`src/rtl/adder_pkg.sv`:
```
// -----------------------------------------------------------------------------
// adder_pkg -- shared definitions for the pipelined adder.
//   OP_ADD / OP_SUB : encoding of the in_sub operation select bit
//   flags_t         : result flag bundle {cout, ovf, zero}
// -----------------------------------------------------------------------------
package adder_pkg;

    localparam logic OP_ADD = 1'b0;
    localparam logic OP_SUB = 1'b1;

    typedef struct packed {
        logic cout;  // carry out of the MSB (subtract: 1 = no borrow)
        logic ovf;   // signed overflow
        logic zero;  // final result is all zeros
    } flags_t;

endpackage

```
`src/rtl/adder_pipe_seg.sv`:
```
// -----------------------------------------------------------------------------
// adder_pipe_seg -- one W-bit slice of the pipelined carry chain, built from
// a ripple of per-bit full adders.
// Ports:
//   i_a, i_b : slice operands (i_b already inverted for subtract)
//   i_cin    : carry into bit 0 of the slice
//   o_sum    : slice sum
//   o_cout   : carry out of the slice MSB
//   o_cmsb   : carry into the slice MSB (used for signed overflow on the top slice)
// -----------------------------------------------------------------------------
module adder_pipe_seg #(
    parameter int W = 8
) (
    input  logic [W-1:0] i_a,
    input  logic [W-1:0] i_b,
    input  logic         i_cin,
    output logic [W-1:0] o_sum,
    output logic         o_cout,
    output logic         o_cmsb
);

    logic [W:0] w_c;

    assign w_c[0] = i_cin;

    for (genvar i = 0; i < W; i++) begin : g_fa
        assign o_sum[i]   = i_a[i] ^ i_b[i] ^ w_c[i];
        assign w_c[i + 1] = (i_a[i] & i_b[i]) | (w_c[i] & (i_a[i] ^ i_b[i]));
    end

    assign o_cout = w_c[W];
    assign o_cmsb = w_c[W - 1];

endmodule

```
`src/rtl/adder_pipe.sv`:
```
// -----------------------------------------------------------------------------
// adder_pipe -- pipelined add/subtract with valid/ready handshake.
// The carry chain is cut into STAGES slices of WIDTH/STAGES bits; slice k is
// resolved combinationally in front of pipeline rank k, and the last rank is
// the output register. A beat accepted in cycle n is presented in cycle n+STAGES.
// Ports:
//   clk, rst_n                  : clock, synchronous active-low reset
//   in_valid/in_ready           : operand handshake (in_ready = pipeline advance)
//   in_a, in_b, in_sub, in_cin  : operands, 0=add/1=subtract, carry-in (add only)
//   out_valid/out_ready         : result handshake
//   out_sum, out_cout, out_ovf, out_zero : registered result and flags
// Build option: define ADDER_PIPE_SAT_EN to clamp out_sum on signed overflow
// (otherwise the sum wraps modulo 2^WIDTH).
// -----------------------------------------------------------------------------
module adder_pipe
    import adder_pkg::*;
#(
    parameter int WIDTH  = 32,
    parameter int STAGES = 4
) (
    input  logic             clk,
    input  logic             rst_n,
    input  logic             in_valid,
    output logic             in_ready,
    input  logic [WIDTH-1:0] in_a,
    input  logic [WIDTH-1:0] in_b,
    input  logic             in_sub,
    input  logic             in_cin,
    output logic             out_valid,
    input  logic             out_ready,
    output logic [WIDTH-1:0] out_sum,
    output logic             out_cout,
    output logic             out_ovf,
    output logic             out_zero
);

    localparam int SEG_W = WIDTH / STAGES;

    if (WIDTH % STAGES != 0) begin : g_bad_split
        $error("adder_pipe: WIDTH (%0d) must be a multiple of STAGES (%0d)", WIDTH, STAGES);
    end
    if (WIDTH < 4 || WIDTH > 128) begin : g_bad_width
        $error("adder_pipe: WIDTH (%0d) outside 4..128", WIDTH);
    end

    // Pipeline ranks 0..STAGES-2. Operands travel full width; slices already
    // consumed are dead and trimmed by synthesis. r_s accumulates the
    // resolved low sum bits (zeros above the current slice).
    logic             r_vld [STAGES];
    logic [WIDTH-1:0] r_a   [STAGES];
    logic [WIDTH-1:0] r_b   [STAGES];
    logic [WIDTH-1:0] r_s   [STAGES];
    logic             r_c   [STAGES];

    logic [WIDTH-1:0] r_sum;
    flags_t           r_flags;

    // Inputs to slice k (rank k-1 outputs, or the port inputs for k = 0)
    logic             w_src_vld [STAGES];
    logic [WIDTH-1:0] w_src_a   [STAGES];
    logic [WIDTH-1:0] w_src_b   [STAGES];
    logic [WIDTH-1:0] w_src_s   [STAGES];
    logic             w_src_c   [STAGES];
    logic [SEG_W-1:0] w_seg_s   [STAGES];
    logic             w_seg_c   [STAGES];
    logic             w_seg_cm  [STAGES];
    logic [WIDTH-1:0] w_new_s   [STAGES];

    logic             w_adv;
    logic [WIDTH-1:0] w_b0;
    logic             w_c0;
    logic             w_ovf;
    logic [WIDTH-1:0] w_fin_sum;
    flags_t           w_fin_flags;

    // Whole pipeline moves together; it only freezes when a result is
    // waiting and the consumer refuses it.
    assign w_adv    = !r_vld[STAGES-1] | out_ready;
    assign in_ready = w_adv;

    // Subtract is a + ~b + 1: invert b and force the carry-in once, at entry,
    // so the operation travels with the beat as plain addition.
    assign w_b0 = (in_sub == OP_ADD) ? in_b : ~in_b;
    assign w_c0 = (in_sub == OP_SUB) ? 1'b1 : in_cin;

    for (genvar k = 0; k < STAGES; k++) begin : g_seg
        if (k == 0) begin : g_first
            assign w_src_vld[k] = in_valid;
            assign w_src_a[k]   = in_a;
            assign w_src_b[k]   = w_b0;
            assign w_src_s[k]   = '0;
            assign w_src_c[k]   = w_c0;
        end else begin : g_next
            assign w_src_vld[k] = r_vld[k-1];
            assign w_src_a[k]   = r_a[k-1];
            assign w_src_b[k]   = r_b[k-1];
            assign w_src_s[k]   = r_s[k-1];
            assign w_src_c[k]   = r_c[k-1];
        end

        adder_pipe_seg #(
            .W(SEG_W)
        ) u_seg (
            .i_a   (w_src_a[k][k*SEG_W +: SEG_W]),
            .i_b   (w_src_b[k][k*SEG_W +: SEG_W]),
            .i_cin (w_src_c[k]),
            .o_sum (w_seg_s[k]),
            .o_cout(w_seg_c[k]),
            .o_cmsb(w_seg_cm[k])
        );

        assign w_new_s[k] = w_src_s[k] | (WIDTH'(w_seg_s[k]) << (k * SEG_W));
    end

    // Final slice: flags and optional clamp, feeding the output register.
    assign w_ovf = w_seg_cm[STAGES-1] ^ w_seg_c[STAGES-1];

    always_comb begin
        // NOTE: every always_comb output gets a default first so no path
        // leaves it unassigned (which would infer a latch).
        w_fin_sum = w_new_s[STAGES-1];
`ifdef ADDER_PIPE_SAT_EN
        // On overflow both operands share a sign; clamp toward that sign.
        if (w_ovf) begin
            w_fin_sum = {w_src_a[STAGES-1][WIDTH-1], {(WIDTH-1){~w_src_a[STAGES-1][WIDTH-1]}}};
        end
`endif
        w_fin_flags.cout = w_seg_c[STAGES-1];
        w_fin_flags.ovf  = w_ovf;
        w_fin_flags.zero = (w_fin_sum == '0);
    end

    // NOTE: only control (valid bits) and the visible outputs are reset; the
    // intermediate datapath is qualified by its valid bit and needs no reset.
    always_ff @(posedge clk) begin
        if (!rst_n) begin
            for (int k = 0; k < STAGES; k++) begin
                r_vld[k] <= 1'b0;
            end
        end else if (w_adv) begin
            for (int k = 0; k < STAGES; k++) begin
                r_vld[k] <= w_src_vld[k];
            end
        end
    end

    always_ff @(posedge clk) begin
        if (w_adv) begin
            for (int k = 0; k < STAGES - 1; k++) begin
                r_a[k] <= w_src_a[k];
                r_b[k] <= w_src_b[k];
                r_s[k] <= w_new_s[k];
                r_c[k] <= w_seg_c[k];
            end
        end
    end

    always_ff @(posedge clk) begin
        if (!rst_n) begin
            r_sum   <= '0;
            r_flags <= '0;
        end else if (w_adv && w_src_vld[STAGES-1]) begin
            r_sum   <= w_fin_sum;
            r_flags <= w_fin_flags;
        end
    end

    assign out_valid = r_vld[STAGES-1];
    assign out_sum   = r_sum;
    assign out_cout  = r_flags.cout;
    assign out_ovf   = r_flags.ovf;
    assign out_zero  = r_flags.zero;

endmodule

```
`config.mk`:
```
export PLATFORM = sky130hd
export DESIGN_NAME = adder_pipe
export DESIGN_NICKNAME = d
export VERILOG_FILES = /design/src/rtl/adder_pkg.sv /design/src/rtl/adder_pipe_seg.sv /design/src/rtl/adder_pipe.sv
export SDC_FILE = /design/constraint.sdc
export NUM_CORES = 1
export LEC_CHECK = 0
export ABC_AREA = 1
export BUFFER_PORTS_ARGS = -buffer_cell sky130_fd_sc_hd__buf_2
export CORE_UTILIZATION = 40
export CTS_CLUSTER_SIZE = 40
export DETAILED_ROUTE_END_ITERATION = 16
export SYNTH_ARGS = -nofsm -noshare
export SYNTH_HDL_FRONTEND = slang
export SYNTH_SLANG_ARGS = --single-unit
```
`constraint.sdc`:
```
create_clock -name clk -period 8.7 [get_ports clk]
set_input_delay 0.435 -clock clk [delete_from_list [all_inputs] [get_ports clk]]
set_output_delay 0.435 -clock clk [all_outputs]
set_load 0.01 [all_outputs]
```
==> impl_metrics.prom, run 1 <==
# TYPE chip_impl_metric gauge
chip_impl_metric{name="post_detailed_route_via_to_cell_ratio",unit=""} 4.417
chip_impl_metric{name="timing.critical_path.slowest_cell_delay",unit="ns"} 0.71
chip_impl_metric{name="clock_path_buffers",unit=""} 2
chip_impl_metric{name="grt_pass1_vias",unit=""} 3512
chip_impl_metric{name="number_of_flops_mapped_to_enable_cells_by_yosys",unit=""} 148
chip_impl_metric{name="die_width",unit="um"} 134.2
chip_impl_metric{name="core_region",unit="um^2"} 16820
chip_impl_info{name="ys_top_cells_by_count",value="sky130_fd_sc_hd__edfxtp_1, sky130_fd_sc_hd__nor2_1, sky130_fd_sc_hd__inv_1, sky130_fd_sc_hd__dfxtp_1, sky130_fd_sc_hd__o21ai_0"} 1
chip_impl_metric{name="report.power.total",unit="W"} 0.002086
chip_impl_metric{name="ys_seq_area_share",unit="%"} 74.41
chip_impl_metric{name="leakage",unit="nW"} 3.417
chip_impl_info{name="cts_root_buf",value="sky130_fd_sc_hd__clkbuf_16"} 1
chip_impl_metric{name="port_buffers",unit=""} 106
chip_impl_metric{name="period_needed",unit="ns"} 4.270
chip_impl_metric{name="grt_pass1_wl",unit="um"} 17110
chip_impl_metric{name="place_congestion",unit=""} 0.7724
chip_impl_metric{name="clock_sink_count",unit=""} 186
chip_impl_metric{name="antenna_cells_inserted",unit=""} 0
chip_impl_metric{name="critical_path_buf_inv_count",unit=""} 3
chip_impl_metric{name="drcViolationCount",unit=""} 0
chip_impl_metric{name="worst-endpoint-required",unit="ns"} 8.86
chip_impl_metric{name="slew_headroom",unit="%"} 33.66
chip_impl_metric{name="dp_hpwl",unit="um"} 7407
chip_impl_metric{name="hold_viol_final",unit=""} 0
chip_impl_metric{name="setup-violations-final",unit=""} 0
chip_impl_metric{name="synth_seq_cells",unit=""} 186
chip_impl_metric{name="via_total_after_detailed_routing",unit=""} 3516
chip_impl_metric{name="worstSkewPairLatency",unit="ns"} 0.43
chip_impl_info{name="grt_setup_unrepaired",value="false"} 1
chip_impl_metric{name="synthMuxAreaShare",unit="%"} 0
chip_impl_metric{name="share_of_power_burned_in_the_clock_network",unit="%"} 35.5
chip_impl_metric{name="detail_route.wl_per_cell",unit="um"} 13.57
chip_impl_metric{name="timing.clock.skew",unit="ns"} 0.01501
chip_impl_metric{name="cts-buffers-inserted",unit=""} 17
chip_impl_metric{name="die_span_y",unit="um"} 134.2
chip_impl_metric{name="synth_area_per_cell",unit="um^2"} 15.48
chip_impl_info{name="critPathKind",value="in2reg"} 1
chip_impl_metric{name="detailedRoute.firstIterationViolations",unit=""} 140
chip_impl_info{name="synth.largest_area_cell",value="sky130_fd_sc_hd__edfxtp_1"} 1
chip_impl_metric{name="max_slew.worst_pin.slew",unit="ns"} 0.9951
chip_impl_info{name="synth_top_family_by_area",value="adder cells"} 1
chip_impl_metric{name="setup-tns-final",unit="ns"} 0
chip_impl_metric{name="vdd_ir_drop_max",unit="mV"} 0.1489
chip_impl_metric{name="synth_xor_area_share",unit="%"} 4.132
chip_impl_info{name="cts_tree",value="built"} 1
chip_impl_info{name="cp-start-kind",value="input port"} 1
chip_impl_metric{name="power_switching",unit="W"} 0.0004709
chip_impl_info{name="crit_family",value="adder cells"} 1
chip_impl_metric{name="layoutNonFillerInstCount",unit=""} 796
chip_impl_metric{name="h-tree-depth",unit=""} 4
chip_impl_metric{name="p_sw_share",unit="%"} 22.58
chip_impl_metric{name="post_cts.resized_instances",unit=""} 0
chip_impl_info{name="synth_flop_cell",value="sky130_fd_sc_hd__edfxtp_1"} 1
chip_impl_metric{name="worstPathMaxFanout",unit=""} 33
chip_impl_metric{name="hold-worst-slack",unit="ns"} 0.1777
chip_impl_info{name="netlist_top_cells_area",value="sky130_fd_sc_hd__edfxtp_1, sky130_fd_sc_hd__dfxtp_1, sky130_fd_sc_hd__fa_1"} 1
chip_impl_metric{name="global_route.usage.total",unit="%"} 13.00
chip_impl_metric{name="synth-simple-area-share",unit="%"} 5.741
chip_impl_metric{name="synth_fa_ha_area_share",unit="%"} 9.158
chip_impl_metric{name="placementRows",unit=""} 47
chip_impl_info{name="path_cells",value="buf_2 -> xor2_1 -> fa_1 -> fa_1 -> inv_1 -> fa_1 -> fa_1 -> fa_1 -> fa_1 -> fa_1 -> inv_1 -> fa_1"} 1
chip_impl_info{name="hp-class",value="in2reg"} 1
chip_impl_metric{name="drive_gt1_share",unit="%"} 24.65
chip_impl_metric{name="ys_warn_count",unit=""} 0
chip_impl_metric{name="arrival",unit="ns"} 4.43
chip_impl_metric{name="clock.fmax",unit="MHz"} 234.2
chip_impl_metric{name="intPower",unit="W"} 0.001615
chip_impl_metric{name="mapped_cells",unit=""} 452
chip_impl_metric{name="powerDensity",unit="nW/um^2"} 250.8
chip_impl_info{name="cpMaxStageDelayCell",value="sky130_fd_sc_hd__buf_2"} 1
chip_impl_metric{name="pin_count_of_the_biggest_net_entering_global_routing",unit=""} 83
chip_impl_metric{name="dpl.cell_count",unit=""} 764
chip_impl_metric{name="period_share",unit="%"} 49.08
chip_impl_metric{name="drt-pass1-iter-count",unit=""} 4
chip_impl_metric{name="io_pins",unit=""} 107
chip_impl_metric{name="max_cap_violations",unit=""} 0
chip_impl_metric{name="ant_nets",unit=""} 0
chip_impl_metric{name="seq_power_share",unit="%"} 56.1
chip_impl_metric{name="layout.nets",unit=""} 665
chip_impl_metric{name="cts.reportedPaths.clkPinSlew",unit="ns"} 0.07
chip_impl_metric{name="netlist.area_leader.share",unit="%"} 63.53
chip_impl_metric{name="routed_wirelength",unit="um"} 10800
chip_impl_metric{name="synth_compound_gate_area_share",unit="%"} 2.880
chip_impl_metric{name="syn-num-nets",unit=""} 554
chip_impl_info{name="synth_most_common_cell",value="sky130_fd_sc_hd__edfxtp_1"} 1
chip_impl_metric{name="holdBufCountCts",unit=""} 0
chip_impl_metric{name="synth.lib_cells_used.distinct",unit=""} 23
chip_impl_metric{name="power.combinational.fraction",unit="%"} 8.4
chip_impl_info{name="cpMostUsedCell",value="sky130_fd_sc_hd__fa_1"} 1
chip_impl_metric{name="grt_overflow_total",unit=""} 0
chip_impl_metric{name="antenna_violations_before_repair",unit=""} 0
chip_impl_metric{name="synthesis.area",unit="um^2"} 6995
chip_impl_metric{name="async_reset_ff_share",unit="%"} 0
chip_impl_metric{name="die-area",unit="um^2"} 18020
chip_impl_metric{name="areaGrowthSynthToFinish",unit="%"} 18.91
chip_impl_metric{name="postCtsSetupRepairBufs",unit=""} 0
chip_impl_info{name="endpoint_kind",value="flip-flop"} 1
chip_impl_info{name="result_of_the_run",value="finished, final reports clean"} 1
chip_impl_metric{name="timing.final.max_slew_violations",unit=""} 0
chip_impl_metric{name="floorplan.initialDensity",unit="%"} 41.59
-- cell type report --
cell class,count,area [um^2]
clock buffer,21,504.2
clock inverter,11,80.08
fill,1465,8501
inverter,45,168.9
multi-input combinational,206,1546
sequential,186,5205
tap,220,275.3
timing repair buffer,107,538.0
-- power by group through the flow --
stage	Clock [W]	Sequential [W]	Combinational [W]
after floorplan	0	0.00118	0.000112
after global placement	0	0.00118	0.000173
after detailed placement	0	0.00119	0.000179
after CTS	0.000762	0.00117	0.000180
after global routing	0.000795	0.00118	0.000205
final	0.000741	0.00117	0.000175
-- state kept, by name, summed over array words and instances (netlist names) --
| name | cells |
|---|---|
| out_zero | 1 |
| r_vld | 4 |
| out_sum | 32 |
| out_cout | 1 |
| r_b | 48 |
| r_c | 3 |
| r_s | 48 |
| r_a | 48 |
| out_ovf | 1 |
-- cell usage in the layout (no fill, tap or decap), types with 2 or more instances in the layout --
| master | count |
|---|---|
| sky130_fd_sc_hd__edfxtp_1 | 148 |
| sky130_fd_sc_hd__buf_2 | 106 |
| sky130_fd_sc_hd__nor2_1 | 83 |
| sky130_fd_sc_hd__inv_1 | 44 |
| sky130_fd_sc_hd__dfxtp_1 | 38 |
| sky130_fd_sc_hd__o21ai_0 | 35 |
| sky130_fd_sc_hd__fa_1 | 32 |
| sky130_fd_sc_hd__xor2_1 | 28 |
| sky130_fd_sc_hd__clkbuf_16 | 20 |
| sky130_fd_sc_hd__nand2_1 | 9 |
| sky130_fd_sc_hd__xnor2_1 | 5 |
| sky130_fd_sc_hd__nand3_1 | 4 |
| sky130_fd_sc_hd__a21oi_1 | 4 |
| sky130_fd_sc_hd__clkinv_2 | 4 |
| sky130_fd_sc_hd__inv_6 | 2 |
| sky130_fd_sc_hd__clkinv_4 | 2 |
-- routing by layer --
layer | part of all wire (%) | global-route usage [%] | up-vias
met2 | 50 | 21.39 | 97
met3 | 5.8 | 4.082 | 15
met5 | 0 | 0 | -
met4 | 1.7 | 6.367 | 0
li1 | - | - | 1733
met1 | 43 | 15.50 | 1671
-- logic make-up (layout without fill, tap and decap cells) --
group                    Yosys count  after routing
flip-flops                       186            186
AND/OR/NAND/NOR                  101            101
buffers and inverters             60            184
AO/OA/AOI/OAI                     40             40
XOR/XNOR                          33             33
adder cells (fa/ha/maj)           32             32
-- metrics by stage --
stage,setup slack (ns),util (%),area (um^2)
2_1_floorplan,4.573,-,6995
3_3_place_gp,4.038,45.98,7734
3_5_place_dp,3.926,45.98,7734
4_1_cts,4.388,49.46,8318
5_1_grt,4.225,49.46,8318
6_report,4.430,49.46,8318
-- path summary, 6_finish.rpt --
check / start / to / slack (ns) / cells after the start
max: in_sub / r_s[0][7]$_DFFE_PN_ / 4.43 / 12
min: in_a[17] / r_a[0][17]$_DFFE_PN_ / 0.18 / 1
max reg2reg: r_c[0][2]$_DFFE_PN_ / out_zero$_SDFFE_PN0P_ / 4.56 / 17
min reg2reg: r_s[0][36]$_DFFE_PN_ / r_s[0][68]$_DFFE_PN_ / 0.42 / 0
Power figures use the tool's default switching activity.
==> run 2, diff against run 1 <==
- clock period: 8.7 -> 4.4 ns (I/O delays scaled with it)
==> impl_metrics.prom, run 2 (synthesis results as in run 1) <==
# TYPE chip_impl_metric gauge
chip_impl_metric{name="timing.final.max_slew_violations",unit=""} 0
chip_impl_metric{name="die-area",unit="um^2"} 18020
chip_impl_metric{name="clock.fmax",unit="MHz"} 244.6
chip_impl_metric{name="via_total_after_detailed_routing",unit=""} 3634
chip_impl_metric{name="cts-buffers-inserted",unit=""} 17
chip_impl_metric{name="post_detailed_route_via_to_cell_ratio",unit=""} 4.421
chip_impl_info{name="result_of_the_run",value="finished, final reports clean"} 1
chip_impl_info{name="regToRegStartpoint",value="r_c[0][2]$_DFFE_PN_"} 1
chip_impl_metric{name="detail_route.wl_per_cell",unit="um"} 13.34
chip_impl_metric{name="filler_cell_count",unit=""} 1492
chip_impl_metric{name="slew_headroom",unit="%"} 37.67
chip_impl_metric{name="worst-endpoint-required",unit="ns"} 4.71
chip_impl_metric{name="powerDensity",unit="nW/um^2"} 486.9
chip_impl_metric{name="clock_path_buffers",unit=""} 2
chip_impl_metric{name="worstSkewPairLatency",unit="ns"} 0.42
chip_impl_metric{name="port_buffers",unit=""} 106
chip_impl_metric{name="report.power.total",unit="W"} 0.004174
chip_impl_metric{name="pin_count_of_the_biggest_net_entering_global_routing",unit=""} 79
chip_impl_metric{name="io_pins",unit=""} 107
chip_impl_metric{name="routed_wirelength",unit="um"} 10970
chip_impl_metric{name="hold_viol_final",unit=""} 0
chip_impl_metric{name="grt_pass1_vias",unit=""} 3717
chip_impl_metric{name="ant_nets",unit=""} 0
chip_impl_info{name="timing_startpoint_of_the_critical_path",value="r_c[0][2]$_DFFE_PN_"} 1
chip_impl_metric{name="placementRows",unit=""} 47
chip_impl_metric{name="core_region",unit="um^2"} 16820
chip_impl_metric{name="holdBufCountCts",unit=""} 24
chip_impl_metric{name="clock_sink_count",unit=""} 186
chip_impl_metric{name="vdd_ir_drop_max",unit="mV"} 0.2993
chip_impl_info{name="biggestRegsByFlops",value="r_a (48), r_b (48), r_s (48)"} 1
chip_impl_info{name="final_common_cell",value="sky130_fd_sc_hd__edfxtp_1"} 1
chip_impl_metric{name="grt_overflow_total",unit=""} 0
chip_impl_metric{name="postCtsSetupRepairBufs",unit=""} 0
chip_impl_metric{name="detailedRoute.firstIterationViolations",unit=""} 264
chip_impl_metric{name="timing.clock.skew",unit="ns"} 0.007470
chip_impl_metric{name="met1Wirelength",unit="um"} 4737
chip_impl_metric{name="wl_met2",unit="um"} 5363
chip_impl_info{name="cts_root_buf",value="sky130_fd_sc_hd__clkbuf_16"} 1
chip_impl_metric{name="dp_hpwl",unit="um"} 7481
chip_impl_metric{name="drcViolationCount",unit=""} 0
chip_impl_metric{name="arrival",unit="ns"} 4.40
chip_impl_metric{name="antenna_violations_before_repair",unit=""} 0
chip_impl_metric{name="grt_pass1_wl",unit="um"} 17640
chip_impl_metric{name="leakage",unit="nW"} 3.520
chip_impl_metric{name="period_share",unit="%"} 92.91
chip_impl_metric{name="global_route.usage.total",unit="%"} 13.36
chip_impl_info{name="cp-start-kind",value="flip-flop"} 1
chip_impl_info{name="grt_setup_unrepaired",value="false"} 1
chip_impl_metric{name="max_slew.worst_pin.slew",unit="ns"} 0.9349
chip_impl_info{name="cts_tree",value="built"} 1
chip_impl_metric{name="worstPathMaxFanout",unit=""} 2
chip_impl_metric{name="post_cts.resized_instances",unit=""} 0
chip_impl_metric{name="max_cap_violations",unit=""} 0
chip_impl_metric{name="die_span_y",unit="um"} 134.2
chip_impl_info{name="hp-class",value="in2reg"} 1
chip_impl_metric{name="setup-tns-final",unit="ns"} 0
chip_impl_metric{name="die_width",unit="um"} 134.2
chip_impl_metric{name="drive_gt1_share",unit="%"} 22.92
chip_impl_info{name="highest_layer",value="met4"} 1
chip_impl_metric{name="setup-violations-final",unit=""} 0
chip_impl_metric{name="drt-pass1-iter-count",unit=""} 4
chip_impl_metric{name="h-tree-depth",unit=""} 4
chip_impl_metric{name="layout.nets",unit=""} 691
chip_impl_metric{name="cts.reportedPaths.clkPinSlew",unit="ns"} 0.06
chip_impl_metric{name="dr_wl_met3",unit="um"} 605
chip_impl_info{name="most-common-layout-cells",value="sky130_fd_sc_hd__edfxtp_1, sky130_fd_sc_hd__buf_2, sky130_fd_sc_hd__nor2_1, sky130_fd_sc_hd__inv_1, sky130_fd_sc_hd__dfxtp_1"} 1
chip_impl_metric{name="place_congestion",unit=""} 0.8109
chip_impl_info{name="critPathKind",value="reg2reg"} 1
chip_impl_metric{name="antenna_cells_inserted",unit=""} 0
chip_impl_info{name="hold_path_startpoint",value="in_valid"} 1
chip_impl_metric{name="areaGrowthSynthToFinish",unit="%"} 22.54
chip_impl_metric{name="floorplan.initialDensity",unit="%"} 41.59
chip_impl_info{name="endpoint_kind",value="flip-flop"} 1
chip_impl_metric{name="period_needed",unit="ns"} 4.088
==> run 2: cell types whose count changed in the layout (fill, tap and decap cells not counted), sizes merged <==
cell and delta:
buf +2, bufinv +3, clkbuf +3, clkinv -2, clkinvlp -1, dlygate4sd3 +24, inv -3
==> run 2: through the flow <==
step	instances	cell area, um^2	util (%)	hold WS [ns]	setup slack, ns
detailed placement	766	7749	46.07	0.3985	0.2939
global route	822	8572	50.97	0.07428	0.1024
global placement	766	7749	46.07	0.3965	0.3398
finish	822	8572	50.97	0.04785	0.3122
floorplan	452	6995	-	0.3189	0.4757
CTS	822	8572	50.97	0.01968	0.2709
==> run 2: layer usage <==
| layer | up-vias | track usage (%) |
|---|---|---|
| li1 | 1791 | - |
| met1 | 1731 | 16.25 |
| met2 | 92 | 21.59 |
| met3 | 20 | 3.930 |
| met4 | 0 | 6.991 |
| met5 | - | 0 |
==> run 2: final timing paths <==
path,endpoint,slack [ns],cells after the start
setup / recovery,out_zero$_SDFFE_PN0P_,0.31,17
hold / removal,r_vld[0]$_DFF_P_,0.05,3
setup reg to reg,out_zero$_SDFFE_PN0P_,0.31,17
hold reg to reg,r_s[0][64]$_DFFE_PN_,0.42,0
==> run 2: cell type report <==
| cell class | count | area (um^2) | area share (%) |
|---|---|---|---|
| multi-input combinational | 206 | 1546 | 18.04 |
| inverter | 45 | 168.9 | 1.971 |
| timing repair buffer | 133 | 793.3 | 9.254 |
| clock inverter | 8 | 121.4 | 1.416 |
| sequential | 186 | 5205 | 60.72 |
| tap | 220 | 275.3 | 3.211 |
| clock buffer | 24 | 461.7 | 5.386 |
==> run 2: critical path, stage by stage, from the launching register on <==
cell	delay, ns
sky130_fd_sc_hd__edfxtp_1	0.39
sky130_fd_sc_hd__fa_1	0.46
sky130_fd_sc_hd__fa_1	0.43
sky130_fd_sc_hd__fa_1	0.40
sky130_fd_sc_hd__fa_1	0.38
sky130_fd_sc_hd__inv_1	0.08
sky130_fd_sc_hd__fa_1	0.15
sky130_fd_sc_hd__inv_1	0.05
sky130_fd_sc_hd__fa_1	0.37
sky130_fd_sc_hd__fa_1	0.41
sky130_fd_sc_hd__inv_1	0.09
sky130_fd_sc_hd__fa_1	0.43
sky130_fd_sc_hd__nand3b_1	0.10
sky130_fd_sc_hd__nor2_1	0.04
sky130_fd_sc_hd__nand2_1	0.06
sky130_fd_sc_hd__nor2_1	0.04
sky130_fd_sc_hd__nor2_1	0.07
sky130_fd_sc_hd__nor2_1	0.04
==> run 2: report_power, final <==
part	leakage [nW]	switching (W)	internal [W]	total, W
clock	0.284	0.000592	0.000908	0.00150
combinational	1.36	0.000196	0.000165	0.000361
sequential	1.87	0.000101	0.00221	0.00231
==> run 3, diff against run 2 <==
- CORE_UTILIZATION: 40 -> 56
- PLACE_DENSITY_LB_ADDON: not set -> 0.05
==> impl_metrics.prom, run 3 (synthesis results as in run 1) <==
# TYPE chip_impl_metric gauge
chip_impl_metric{name="wl_met2",unit="um"} 5338
chip_impl_metric{name="detail_route.wl_per_cell",unit="um"} 13.29
chip_impl_metric{name="pin_count_of_the_biggest_net_entering_global_routing",unit=""} 83
chip_impl_info{name="cts_root_buf",value="sky130_fd_sc_hd__clkbuf_16"} 1
chip_impl_metric{name="layout.nets",unit=""} 691
chip_impl_metric{name="leakage",unit="nW"} 3.523
chip_impl_info{name="critPathKind",value="reg2reg"} 1
chip_impl_info{name="hp-class",value="in2reg"} 1
chip_impl_metric{name="dp_hpwl",unit="um"} 6801
chip_impl_metric{name="post_cts.resized_instances",unit=""} 0
chip_impl_metric{name="drcViolationCount",unit=""} 0
chip_impl_metric{name="drive_gt1_share",unit="%"} 23.59
chip_impl_metric{name="setup-violations-final",unit=""} 0
chip_impl_metric{name="place_congestion",unit=""} 0.8130
chip_impl_metric{name="vdd_ir_drop_max",unit="mV"} 0.2753
chip_impl_metric{name="report.power.total",unit="W"} 0.004170
chip_impl_metric{name="port_buffers",unit=""} 106
chip_impl_metric{name="clock_path_buffers",unit=""} 2
chip_impl_metric{name="cts-buffers-inserted",unit=""} 17
chip_impl_metric{name="max_cap_violations",unit=""} 0
chip_impl_info{name="grt_setup_unrepaired",value="false"} 1
chip_impl_metric{name="die_span_y",unit="um"} 113.8
chip_impl_metric{name="areaGrowthSynthToFinish",unit="%"} 21.80
chip_impl_metric{name="post_detailed_route_via_to_cell_ratio",unit=""} 4.722
chip_impl_metric{name="period_share",unit="%"} 93.49
chip_impl_metric{name="die_width",unit="um"} 113.8
chip_impl_metric{name="worst-endpoint-required",unit="ns"} 4.71
chip_impl_metric{name="clock_sink_count",unit=""} 186
chip_impl_info{name="final_common_cell",value="sky130_fd_sc_hd__edfxtp_1"} 1
chip_impl_metric{name="setup-tns-final",unit="ns"} 0
chip_impl_metric{name="via_total_after_detailed_routing",unit=""} 3636
chip_impl_info{name="result_of_the_run",value="finished, final reports clean"} 1
chip_impl_metric{name="global_route.usage.total",unit="%"} 17.48
chip_impl_metric{name="cts.reportedPaths.clkPinSlew",unit="ns"} 0.06
chip_impl_info{name="highest_layer",value="met4"} 1
chip_impl_metric{name="placement.setup.worst_slack",unit="ns"} 0.3169
chip_impl_metric{name="antenna_violations_before_repair",unit=""} 0
chip_impl_metric{name="worstSkewPairLatency",unit="ns"} 0.42
chip_impl_metric{name="max_slew.worst_pin.slew",unit="ns"} 0.8168
chip_impl_metric{name="h-tree-depth",unit=""} 4
chip_impl_metric{name="grt_pass1_wl",unit="um"} 16180
chip_impl_metric{name="floorplan.initialDensity",unit="%"} 57.76
chip_impl_metric{name="io_pins",unit=""} 107
chip_impl_info{name="cts_tree",value="built"} 1
chip_impl_metric{name="slew_headroom",unit="%"} 45.54
chip_impl_metric{name="die-area",unit="um^2"} 12940
chip_impl_metric{name="dr_wl_met3",unit="um"} 474
chip_impl_metric{name="routed_wirelength",unit="um"} 10230
chip_impl_metric{name="detailedRoute.firstIterationViolations",unit=""} 205
chip_impl_metric{name="timing.clock.skew",unit="ns"} 0.007298
chip_impl_metric{name="ant_nets",unit=""} 0
chip_impl_metric{name="powerDensity",unit="nW/um^2"} 489.4
chip_impl_metric{name="worstRegToRegCells",unit=""} 17
chip_impl_metric{name="antenna_cells_inserted",unit=""} 0
chip_impl_metric{name="arrival",unit="ns"} 4.42
chip_impl_metric{name="clock.fmax",unit="MHz"} 243.1
chip_impl_info{name="cp-start-kind",value="flip-flop"} 1
chip_impl_metric{name="worst_slack",unit="ns"} 0.2865
chip_impl_info{name="most-common-layout-cells",value="sky130_fd_sc_hd__edfxtp_1, sky130_fd_sc_hd__buf_2, sky130_fd_sc_hd__nor2_1, sky130_fd_sc_hd__inv_1, sky130_fd_sc_hd__dfxtp_1"} 1
chip_impl_metric{name="drt-pass1-iter-count",unit=""} 5
chip_impl_metric{name="met1Wirelength",unit="um"} 4226
chip_impl_metric{name="timing.final.max_slew_violations",unit=""} 0
chip_impl_metric{name="placementRows",unit=""} 40
chip_impl_info{name="biggestRegsByFlops",value="r_a (48), r_b (48), r_s (48)"} 1
chip_impl_metric{name="grt_overflow_total",unit=""} 0
chip_impl_metric{name="hold_path_depth",unit=""} 3
chip_impl_info{name="endpoint_kind",value="flip-flop"} 1
chip_impl_metric{name="worstPathMaxFanout",unit=""} 2
chip_impl_metric{name="core_region",unit="um^2"} 12110
chip_impl_metric{name="period_needed",unit="ns"} 4.114
chip_impl_metric{name="grt_pass1_vias",unit=""} 3555
chip_impl_metric{name="hold_viol_final",unit=""} 0
[run 3: changes by cell type in the layout (fill, tap and decap cells not counted), sizes merged]
cell | before | now
clkinv | 4 | 6
clkinvlp | 0 | 2
clkbuf | 24 | 21
inv | 46 | 45
[run 3: path summary, 6_finish.rpt]
kind	to	from	slack, ns
worst max-delay path	out_zero$_SDFFE_PN0P_	r_c[0][2]$_DFFE_PN_	0.29
worst min-delay path	r_vld[0]$_DFF_P_	in_valid	0.06
worst max register to register	out_zero$_SDFFE_PN0P_	r_c[0][2]$_DFFE_PN_	0.29
worst min register to register	r_b[0][62]$_DFFE_PN_	r_b[0][30]$_DFFE_PN_	0.42
[run 3: where the power goes]
group	switching, W	total, W	internal (W)
clock network	0.000588	0.00150	0.000907
logic	0.000197	0.000364	0.000166
registers	0.0000986	0.00231	0.00221
[run 3: routing by layer]
layer  GRT usage, %  up-vias
li1               -     1785
met1          20.53     1738
met2          30.28       98
met3          4.357       15
met4          8.421        0
met5              0        -
[run 3: cell type report]
cell class                      count  area (um^2)
Multi-Input combinational cell    206         1546
Inverter                           45        168.9
Fill cell                         837         3591
Timing Repair Buffer              133        793.3
Clock buffer                       21        450.4
Tap cell                          168        210.2
Clock inverter                     11        146.4
Sequential cell                   186         5205
[run 3: critical path, stage by stage, from the launching register on]
cell and delay [ns]:
sky130_fd_sc_hd__edfxtp_1 0.40, sky130_fd_sc_hd__fa_1 0.44, sky130_fd_sc_hd__fa_1 0.45, sky130_fd_sc_hd__fa_1 0.41, sky130_fd_sc_hd__fa_1 0.36, sky130_fd_sc_hd__inv_1 0.07, sky130_fd_sc_hd__fa_1 0.15, sky130_fd_sc_hd__inv_1 0.05
sky130_fd_sc_hd__fa_1 0.37, sky130_fd_sc_hd__fa_1 0.42, sky130_fd_sc_hd__inv_1 0.09, sky130_fd_sc_hd__fa_1 0.43, sky130_fd_sc_hd__nand3b_1 0.10, sky130_fd_sc_hd__nor2_1 0.04, sky130_fd_sc_hd__nand2_1 0.06, sky130_fd_sc_hd__nor2_1 0.04
sky130_fd_sc_hd__nor2_1 0.08, sky130_fd_sc_hd__nor2_1 0.04
[run 3: per-stage QoR]
stage,hold WS [ns],instances,util (%),area [um^2]
floorplan,0.3189,452,-,6995
global route,0.05417,770,70.35,8521
detailed placement,0.3981,714,63.44,7684
CTS,0.04273,770,70.35,8521
global placement,0.3964,714,63.44,7684
finish,0.05666,770,70.35,8521
[run 3: repair_timing]
item	4_1_cts	5_1_grt
endpoints found under the hold margin	24	0
buffers inserted	0	0
hold buffers	24	0
